==> src/rtl/mem_port_arbiter.sv <==
// ---------------------------------------------------------------------------
// mem_port_arbiter
//
// Serializes the datapath's instruction-fetch port (A, read-only) and data
// port (B, read/write with byte mask) onto one physical memory port. Each
// transaction is fully registered: the grant is taken in IDLE, the pmem_*
// request is held through BUSY_x until pmem_resp, and the requester sees a
// one-cycle resp_x pulse in RESP_x. Ties are broken round-robin so neither
// port can starve the other.
//
// Ports
//   clk, rst_n        clock, asynchronous active-low reset
//   read_a            port A read request (level, held until resp_a)
//   address_a         port A address
//   resp_a, rdata_a   port A completion pulse and read data
//   read_b, write_b   port B read / write request (level)
//   address_b         port B address
//   wdata_b, wmask_b  port B write data and byte enables
//   resp_b, rdata_b   port B completion pulse and read data
//   pmem_read         memory read strobe, held until pmem_resp
//   pmem_write        memory write strobe, held until pmem_resp
//   pmem_address      memory address
//   pmem_wdata        memory write data (zero for reads)
//   pmem_wmask        memory byte enables (zero for reads)
//   pmem_resp         memory completion pulse
//   pmem_rdata        memory read data, valid with pmem_resp
// ---------------------------------------------------------------------------
module mem_port_arbiter #(
    parameter int DATA_WIDTH = 32,
    parameter int ADDR_WIDTH = 32
) (
    input  logic                      clk,
    input  logic                      rst_n,

    input  logic                      read_a,
    input  logic [ADDR_WIDTH-1:0]     address_a,
    output logic                      resp_a,
    output logic [DATA_WIDTH-1:0]     rdata_a,

    input  logic                      read_b,
    input  logic                      write_b,
    input  logic [ADDR_WIDTH-1:0]     address_b,
    input  logic [DATA_WIDTH-1:0]     wdata_b,
    input  logic [DATA_WIDTH/8-1:0]   wmask_b,
    output logic                      resp_b,
    output logic [DATA_WIDTH-1:0]     rdata_b,

    output logic                      pmem_read,
    output logic                      pmem_write,
    output logic [ADDR_WIDTH-1:0]     pmem_address,
    output logic [DATA_WIDTH-1:0]     pmem_wdata,
    output logic [DATA_WIDTH/8-1:0]   pmem_wmask,
    input  logic                      pmem_resp,
    input  logic [DATA_WIDTH-1:0]     pmem_rdata
);

    localparam int MASK_WIDTH = DATA_WIDTH / 8;

    typedef enum logic [2:0] {
        IDLE,
        BUSY_A,
        BUSY_B,
        RESP_A,
        RESP_B
    } state_t;

    state_t state_reg;

    // 0: port A was granted last, 1: port B was granted last.
    // Resetting to A means B wins the first tie after reset.
    logic last_grant_b_reg;

    logic                  pend_a;
    logic                  pend_b;
    logic                  grant_a;
    logic                  grant_b;
    logic                  grant_write;
    logic [ADDR_WIDTH-1:0] grant_address;
    logic [DATA_WIDTH-1:0] grant_wdata;
    logic [MASK_WIDTH-1:0] grant_wmask;

    // -----------------------------------------------------------------------
    // Arbitration decision. Only consumed in IDLE; the requester inputs are
    // ignored in every other state, so a request that changes mid-transaction
    // has no effect on the one already latched into the pmem_* registers.
    // -----------------------------------------------------------------------
    always_comb begin
        pend_a        = read_a;
        pend_b        = read_b | write_b;
        // B wins when it is alone, or on a tie when A was served last.
        grant_b       = pend_b && (!pend_a || !last_grant_b_reg);
        grant_a       = pend_a && !grant_b;
        // read_b and write_b together is a protocol violation; write wins.
        grant_write   = grant_b && write_b;
        grant_address = grant_b ? address_b : address_a;
    end

    // Per-lane gating: reads present an all-zero data word and byte mask.
    genvar gi;
    generate
        for (gi = 0; gi < MASK_WIDTH; gi++) begin : g_lane
            assign grant_wmask[gi]         = grant_write & wmask_b[gi];
            assign grant_wdata[gi*8 +: 8]  = grant_write ? wdata_b[gi*8 +: 8] : 8'd0;
        end
    endgenerate

    // -----------------------------------------------------------------------
    // Transaction FSM with registered outputs.
    // -----------------------------------------------------------------------
    always_ff @(posedge clk or negedge rst_n) begin
        if (!rst_n) begin
            state_reg        <= IDLE;
            last_grant_b_reg <= 1'b0;
            resp_a           <= 1'b0;
            resp_b           <= 1'b0;
            rdata_a          <= '0;
            rdata_b          <= '0;
            pmem_read        <= 1'b0;
            pmem_write       <= 1'b0;
            pmem_address     <= '0;
            pmem_wdata       <= '0;
            pmem_wmask       <= '0;
        end else begin
            // Response pulses last exactly one cycle (the RESP_x state).
            resp_a <= 1'b0;
            resp_b <= 1'b0;

            case (state_reg)
                IDLE: begin
                    // pmem_resp is deliberately not looked at here: a
                    // response with nothing in flight is spurious.
                    if (grant_a || grant_b) begin
                        pmem_read        <= !grant_write;
                        pmem_write       <= grant_write;
                        pmem_address     <= grant_address;
                        pmem_wdata       <= grant_wdata;
                        pmem_wmask       <= grant_wmask;
                        last_grant_b_reg <= grant_b;
                        state_reg        <= grant_b ? BUSY_B : BUSY_A;
                    end
                end

                BUSY_A: begin
                    if (pmem_resp) begin
                        rdata_a    <= pmem_rdata;
                        pmem_read  <= 1'b0;
                        pmem_write <= 1'b0;
                        resp_a     <= 1'b1;
                        state_reg  <= RESP_A;
                    end
                end

                BUSY_B: begin
                    // Writes capture too; the value is meaningless but
                    // keeping one path avoids an op-dependent enable.
                    if (pmem_resp) begin
                        rdata_b    <= pmem_rdata;
                        pmem_read  <= 1'b0;
                        pmem_write <= 1'b0;
                        resp_b     <= 1'b1;
                        state_reg  <= RESP_B;
                    end
                end

                // The IDLE cycle that follows is always a fresh arbitration,
                // so a requester that drops on seeing resp is not re-granted.
                RESP_A:  state_reg <= IDLE;
                RESP_B:  state_reg <= IDLE;
                default: state_reg <= IDLE;
            endcase
        end
    end

    // -----------------------------------------------------------------------
    // Simulation checks.
    // -----------------------------------------------------------------------
    // Port B must never ask for a read and a write in the same sampled cycle.
    assert property (@(posedge clk) disable iff (!rst_n)
        (state_reg == IDLE) |-> !(read_b && write_b));

    // The memory strobes only exist while a transaction is in BUSY_x.
    assert property (@(posedge clk) disable iff (!rst_n)
        (pmem_read || pmem_write) |-> (state_reg == BUSY_A || state_reg == BUSY_B));

    // Only one requester completes at a time, and never while a strobe is up.
    assert property (@(posedge clk) disable iff (!rst_n)
        !(resp_a && resp_b));
    assert property (@(posedge clk) disable iff (!rst_n)
        (resp_a || resp_b) |-> !(pmem_read || pmem_write));

endmodule

==> config.mk <==
export PLATFORM = sky130hd
export DESIGN_NAME = mem_port_arbiter
export DESIGN_NICKNAME = d
export VERILOG_FILES = /design/src/rtl/mem_port_arbiter.sv
export SDC_FILE = /design/constraint.sdc
export NUM_CORES = 1
export LEC_CHECK = 0
export ABC_CLOCK_PERIOD_IN_PS = 2300
export CAP_MARGIN = 20
export CORE_MARGIN = 1
export CORE_UTILIZATION = 55
export DETAILED_ROUTE_END_ITERATION = 8
export DONT_BUFFER_PORTS = 1
export GPL_TIMING_DRIVEN = 0
export PLACE_DENSITY = 0.67
export SLEW_MARGIN = 20
export SYNTH_ARGS = -nofsm -noshare
export SYNTH_HDL_FRONTEND = slang
export SYNTH_SLANG_ARGS = --single-unit
export TNS_END_PERCENT = 1
==> constraint.sdc <==
create_clock -name clk -period 2.3 [get_ports clk]
set_clock_uncertainty 0.05 [all_clocks]
set_input_delay 0.46 -clock clk [delete_from_list [all_inputs] [get_ports clk]]
set_output_delay 0.46 -clock clk [all_outputs]
set_load 0.1 [all_outputs]
; ---- After elaboration in Yosys (flattened, before gate mapping)
; Cells that the tools add are included.
[classes]
reduce_logical = 17
n_mux = 18
n_bitwise = 5
n_eq_ne = 6
[ops]
columns = operator, count
row1 = two-way mux 32 bit, 1
row2 = two-way mux 8 bit, 4
row3 = two-way mux 3 bit, 3
row4 = case mux 3 bit (3 select lines), 1
row5 = two-way mux 1 bit, 6
row6 = inequality test 2 bit (second input constant), 3
row7 = AND reduction 2 bit, 3
row8 = AND reduction 3 bit, 2
row9 = bitwise AND 1 bit, 4
row10 = zero test 1 bit, 4
row11 = case mux 1 bit (2 select lines), 2
row12 = == test 3 x 1 -> 1 bit (second input constant), 1
row13 = == test 3 x 2 -> 1 bit (second input constant), 1
row14 = logical AND 1 bit, 3
row15 = zero test 3 bit, 1
row16 = logical OR 1 bit, 2
row17 = two-way mux 2 bit, 1
row18 = inequality test 2 x 1 -> 1 bit (second input constant), 1
row19 = nonzero test 2 bit, 1
row20 = OR reduction 2 bit, 1
row21 = bitwise OR 1 bit, 1
[totals]
ff_bits = 140
word_cells = 57
out_inout_bits = 136
in_bits = 138

; ---- Depth between registers and ports, before layout
; Gate-level depths: netlist of run 1.
[depth]
depth_word = 8
mapped_depth = 8
depth_no_buf = 3

; ---- Worst setup path before layout of run 1
; Ideal clock, no wire load.
[synth_path]
path_type = input to register
startpoint = input write_b
endpoint = register pmem_read
n_path_buf = 2
setup_time_ps = 128
t_arrival_ps = 1671
path_stages = 5
required_time_ps = 2122
slack_ps = 450
path_cell_list = clkbuf_2 -> or3_1 -> buf_2 -> a211o_1 -> mux2_1
[synth_between]
elab_chain_len = 7
elab_cells_between_ends = 11
cone_classes = eq/ne: 1 / mux: 2 / bitwise: 1 / reduce/logical: 7
[synth_lines]
columns = item, line_no
row1 = "start, declared", 41  ; input logic write_b,
row2 = bitwise OR 1 bit, 89  ; pend_b = read_b | write_b;
row3 = logical AND 1 bit, 91  ; grant_b = pend_b && (!pend_a || !last_grant_b_reg);
row4 = zero test 1 bit, 92  ; grant_a = pend_a && !grant_b;
row5 = logical AND 1 bit, 92
row6 = logical OR 1 bit, 132  ; if (grant_a || grant_b) begin
row7 = inequality test 2 bit (no line), --
row8 = AND reduction 3 bit (no line), --
row9 = "end signal, assigned", 133  ; pmem_read <= !grant_write;
row10 = "end, declared", 48  ; output logic pmem_read,
; Several ways; a longest one is shown, not always the timed one. The select of a mux whose other input is x is not followed.
; A chain may end at the register's enable or synchronous reset.

; ---- Worst setup path after layout of run 1
[layout_path]
startpoint = register pmem_wdata[11]
endpoint = output pmem_wdata[11]
[layout_lines]
columns = item, line_no
row1 = "start, declared", 51  ; output logic [DATA_WIDTH-1:0] pmem_wdata,
row2 = "start signal, assigned", 136  ; pmem_wdata <= grant_wdata;
; No word-level cell between the ends.

==> summary.txt, run 1 <==
Outcome
  – Status: complete, but fails checks
  – Violated checks: negative hold slack

Route
  – Avg Vias per Cell: 5.85
  – WL/cell: 20.2 microns
  – DR iter-0 viols: 242
  – WL final: 13.0 mm
  – DRC violations left: 0
  – DRT Pass-1 Iters: 4
  – Final antenna-violating net count: 0
  – Via count: 3,767

Place
  – Post-DP HPWL: 9.30 mm
  – RePlAce Congestion: 0.771
  – IO buf count: 0

Worst setup path
  – Critical path class: reg -> out
  – CP max FO: 2
  – Crit path required time: 1.79 ns
  – CP Launch Type: flip-flop
  – Worst Setup End Kind: primary output
  – WP data arrival: 1.49 ns

Yosys
  – Syn Area/Cell: 12.4 sq um
  – Main combinational cell family by area after synthesis: multiplexers
  – Post-synthesis adder-cell area fraction: 0
  – Post-synth net total: 613
  – Synth Cell Area: 5870 sq um
  – Register area share after synthesis: 0.597
  – Synthesized instance count: 475
  – Post-Synth Simple-Gate Area: 0.0522
  – Compound-Gate Fraction of Synth Area: 0.111
  – Mux contribution to synthesized area: 0.181
  – Synth Area in XOR/XNOR: 0.00149
  – #FFs+latches synth: 140
  – Netlist cell types: 30
  – YS warnings: 0

Cells and area
  – # diodes: 0
  – Most frequent cells in the layout: dfrtp_1 (140), mux2_2 (64), a21oi_1 (46)
  – Layout cells sized above 1: 0.264
  – Fill cells: 810
  – Fin nets: 633
  – Reg area: 3500 sq um
  – P&R area growth vs syn: 12.9%
  – Most common cell after layout, fill and taps aside: dfrtp_1
  – Area taken by multi-input logic gates: 2030 sq um

Clocking
  – CTS tree: done
  – Setup Fix Bufs, Post-CTS: 0
  – Num Clock Sinks: 140
  – Clock transition at the registers of the reported paths: 0.06 ns
  – H-tree levels: 4
  – CTS Buf Count: 17
  – Clock buffer depth: 2
  – Worst skew pair latency: 0.52 ns
  – Cts hold-fix bufs: 1
  – CTS Root Cell: clkbuf_8

Global route
  – Total grt overflow: 0
  – Initial antenna violation count: 0
  – Largest net degree at the start of global routing: 141
  – First-pass GRT wire length: 20.5 mm
  – Vias in the first global route: 3,839
  – GR Util All Layers: 0.244

Die
  – Die area: 11,100 sq um
  – Die height: 105 microns
  – DIE WIDTH: 105 microns
  – Core Area: 10,300 sq um
  – # rows: 37
  – Starting density of the core: 0.568
  – Io pins: 274

Timing
  – Worst hold slack: -0.418 ns
  – RSZ-0062 raised after global routing: no
  – Final min period: 2.00 ns
  – Number of max-slew violations in the final report: 0
  – Fmax: 501 MHz
  – Worst-margin pin slew: 0.948 ns
  – Final hold vios: 140
  – Period utilization: 0.868
  – Setup TNS: 0 ns
  – Setup-failing EPs final: 0
  – Slew HR: 0.368

Hold path
  – Hold Crit Class: in -> async

Run
  – Max Cap Viol: 0
[synthesized netlist by cell type]
cell         n  share of area
dfrtp_1    140           0.60
mux2_2      64           0.12
a21oi_1     46          0.039
inv_1       37          0.024
nand4_1     36          0.038
o21ai_0     36          0.031
mux2i_1     33          0.056
clkbuf_1    25          0.016
a21oi_2     20          0.030
buf_2       12          0.010
buf_6        3         0.0058
nor4bb_1     3         0.0051
clkbuf_2     2         0.0017
nor2_1       2         0.0013
a211o_1      1         0.0015
a221o_1      1         0.0017
a2bb2oi_1    1         0.0015
a31oi_1      1         0.0011
and2_1       1         0.0011
mux2_1       1         0.0019
nand2_1      1        0.00064
nor2b_1      1         0.0011
nor3_1       1        0.00085
nor3_2       1         0.0017
o211ai_1     1         0.0013
o21bai_1     1         0.0013
o2bb2ai_2    1         0.0026
or2_2        1         0.0011
or3_1        1         0.0011
xnor2_1      1         0.0015
[per-stage QoR]
stage	cell area [sq um]	util	instances	setup slack [ns]
global placement	6040	0.585	611	0.139
finish	6630	0.642	644	0.304
floorplan	5870	-	475	0.450
CTS	6620	0.641	644	0.0963
detailed placement	6040	0.585	611	0.106
global route	6630	0.642	644	0.0439
[final timing paths]
path / from / to / slack [ns] / cells after the start
max reg2reg: state_reg[1] / pmem_wdata[17] / 0.33 / 6
max: pmem_wdata[11] / pmem_wdata[11] / 0.30 / 0
max in group asynchronous: rst_n / pmem_address[31] / 2.38 / 0
min in group clk: pmem_rdata[16] / rdata_a[16] / 0.04 / 1
min: rst_n / rdata_a[8] / -0.42 / 0
min reg2reg: last_grant_b_reg / last_grant_b_reg / 0.53 / 1
[layout make-up]
cell class / instances / share of cell area
clock inverter: 12 / 0.0206
clock buffer: 20 / 0.0657
timing repair buffer: 1 / 0.00151
buffer: 42 / 0.0298
tap: 136 / 0.0257
sequential: 140 / 0.529
multi-input combinational: 256 / 0.307
inverter: 37 / 0.0210
[logic make-up (layout without fill, tap and decap cells)]
logic type                count (synthesis)  in the layout
DFF                                     140            140
AOI/OAI and AO/OA                       109            109
muxes                                    98             98
buffers and inverters                    79            112
and+or+nand+nor                          48             48
xor gates and xnor gates                  1              1
[routing by layer]
| metal | up-vias | routed length [microns] | track usage |
|---|---|---|---|
| li1 | 1719 | - | - |
| met1 | 1846 | 5100 | 0.298 |
| met2 | 178 | 6410 | 0.386 |
| met3 | 24 | 1180 | 0.0934 |
| met4 | 0 | 297 | 0.106 |
| met5 | - | 0 | 0 |
[what timing repair did]
action / in CTS / in global routing
hold endpoints to repair: 141 / 140
resized for setup: 0 / 1
setup endpoints to repair: 0 / 20
Power of run 1 is not shown: default switching activity piles up to over one toggle a cycle in this logic, so the estimate is an artifact.
==> run 2: changes to the inputs <==
--- a/config.mk
+++ b/config.mk
@@ -7,12 +7,12 @@
 export LEC_CHECK = 0
 export ABC_CLOCK_PERIOD_IN_PS = 2300
 export CAP_MARGIN = 20
-export CORE_MARGIN = 1
 export CORE_UTILIZATION = 55
 export DETAILED_ROUTE_END_ITERATION = 8
 export DONT_BUFFER_PORTS = 1
 export GPL_TIMING_DRIVEN = 0
 export PLACE_DENSITY = 0.67
+export SKIP_CTS_REPAIR_TIMING = 1
 export SLEW_MARGIN = 20
 export SYNTH_ARGS = -nofsm -noshare
 export SYNTH_HDL_FRONTEND = slang
==> run 2 against run 1 <==
The flow still finishes with violations (negative hold slack); final area unchanged; worst hold slack unchanged; register-to-register slack barely moved; count of clock-buffer cells in the layout stayed put; sequential cell count did not move; die area is the same; non-clock buffer count is the same; first-iteration DRC count did not move; fmax did not move; critical path type unchanged.
==> summary.txt, run 2 (synthesized netlist as in run 1, its figures left out) <==
Clocking
  – Clock transition at the registers of the reported paths: 0.06 ns
  – CTS Root Cell: clkbuf_8
  – CTS tree: done
  – Clock buffer depth: 2
  – H-tree levels: 4
  – CTS Buf Count: 17
  – Worst skew pair latency: 0.52 ns
  – Num Clock Sinks: 140

Timing
  – Fmax: 501 MHz
  – RSZ-0062 raised after global routing: no
  – Worst-margin pin slew: 0.948 ns
  – Final hold vios: 140
  – Final min period: 2.00 ns
  – Number of max-slew violations in the final report: 0
  – Setup TNS: 0 ns
  – Setup-failing EPs final: 0
  – Worst hold slack: -0.418 ns
  – Period utilization: 0.868
  – Slew HR: 0.368

Die
  – Die height: 105 microns
  – Die area: 11,100 sq um
  – Core Area: 10,300 sq um
  – # rows: 37
  – Io pins: 274
  – Starting density of the core: 0.568
  – DIE WIDTH: 105 microns

Cells and area
  – Layout cells sized above 1: 0.264
  – Reg area: 3500 sq um
  – P&R area growth vs syn: 12.9%
  – # diodes: 0
  – Fill cells: 810
  – Most common cell after layout, fill and taps aside: dfrtp_1
  – Area taken by multi-input logic gates: 2030 sq um
  – Final design area excluding fillers: 6630 sq um
  – Fin nets: 633
  – Most frequent cells in the layout: dfrtp_1 (140), mux2_2 (64), a21oi_1 (46)

Global route
  – GR Util All Layers: 0.244
  – First-pass GRT wire length: 20.5 mm
  – Total grt overflow: 0
  – Vias in the first global route: 3,834
  – Initial antenna violation count: 0
  – Largest net degree at the start of global routing: 141

Place
  – Placed Area: 6040 sq um
  – Post-DP HPWL: 9.30 mm
  – RePlAce Congestion: 0.771
  – IO buf count: 0

Worst setup path
  – Crit path required time: 1.79 ns
  – WP data arrival: 1.49 ns
  – CP Launch Type: flip-flop
  – Worst Setup End Kind: primary output
  – CP max FO: 2
  – Critical path class: reg -> out
  – Reg2Reg Setup Slack: 0.33 ns

Route
  – Final antenna-violating net count: 0
  – Avg Vias per Cell: 5.85
  – DRT Pass-1 Iters: 4
  – Via count: 3,768
  – DRC violations left: 0
  – WL final: 13.0 mm
  – WL/cell: 20.2 microns
  – DR iter-0 viols: 242

Outcome
  – Status: complete, but fails checks
  – Violated checks: negative hold slack

Hold path
  – Hold Crit Class: in -> async

Run
  – Max Cap Viol: 0
## run 2: cell counts in the layout (fill, tap and decap cells not counted)
No cell type changed its count.
## run 2: path summary, 6_finish.rpt
| check | endpoint | startpoint | depth (start not counted) |
|---|---|---|---|
| min | rdata_a[8] | rst_n | 0 |
| min in group clk | rdata_a[16] | pmem_rdata[16] | 1 |
| max reg2reg | pmem_wdata[17] | state_reg[1] | 6 |
| max | pmem_wdata[11] | pmem_wdata[11] | 0 |
| min reg2reg | last_grant_b_reg | last_grant_b_reg | 1 |
| max in group asynchronous | pmem_address[31] | rst_n | 0 |
## run 2: per-layer routing
layer  GRT usage  share of wire
met1       0.297           0.39
met2       0.386           0.49
met3      0.0940          0.091
met4       0.106          0.023
met5           0              0
## run 2: cell type report
cell class | count | area share
Inverter | 37 | 0.0210
Clock buffer | 20 | 0.0657
Timing Repair Buffer | 1 | 0.00151
Tap cell | 136 | 0.0257
Buffer | 42 | 0.0298
Multi-Input combinational cell | 256 | 0.307
Sequential cell | 140 | 0.529
Clock inverter | 12 | 0.0206
## run 2: per-stage QoR
step	std cells	setup slack, ns	utilization	hold slack [ns]
global route	644	0.0439	0.642	-0.448
finish	644	0.304	0.642	-0.418
floorplan	475	0.450	-	0.114
global placement	611	0.139	0.585	0.117
detailed placement	611	0.106	0.585	0.117
CTS	643	0.0963	0.640	-0.442
Power of run 2 is left out for the same reason.
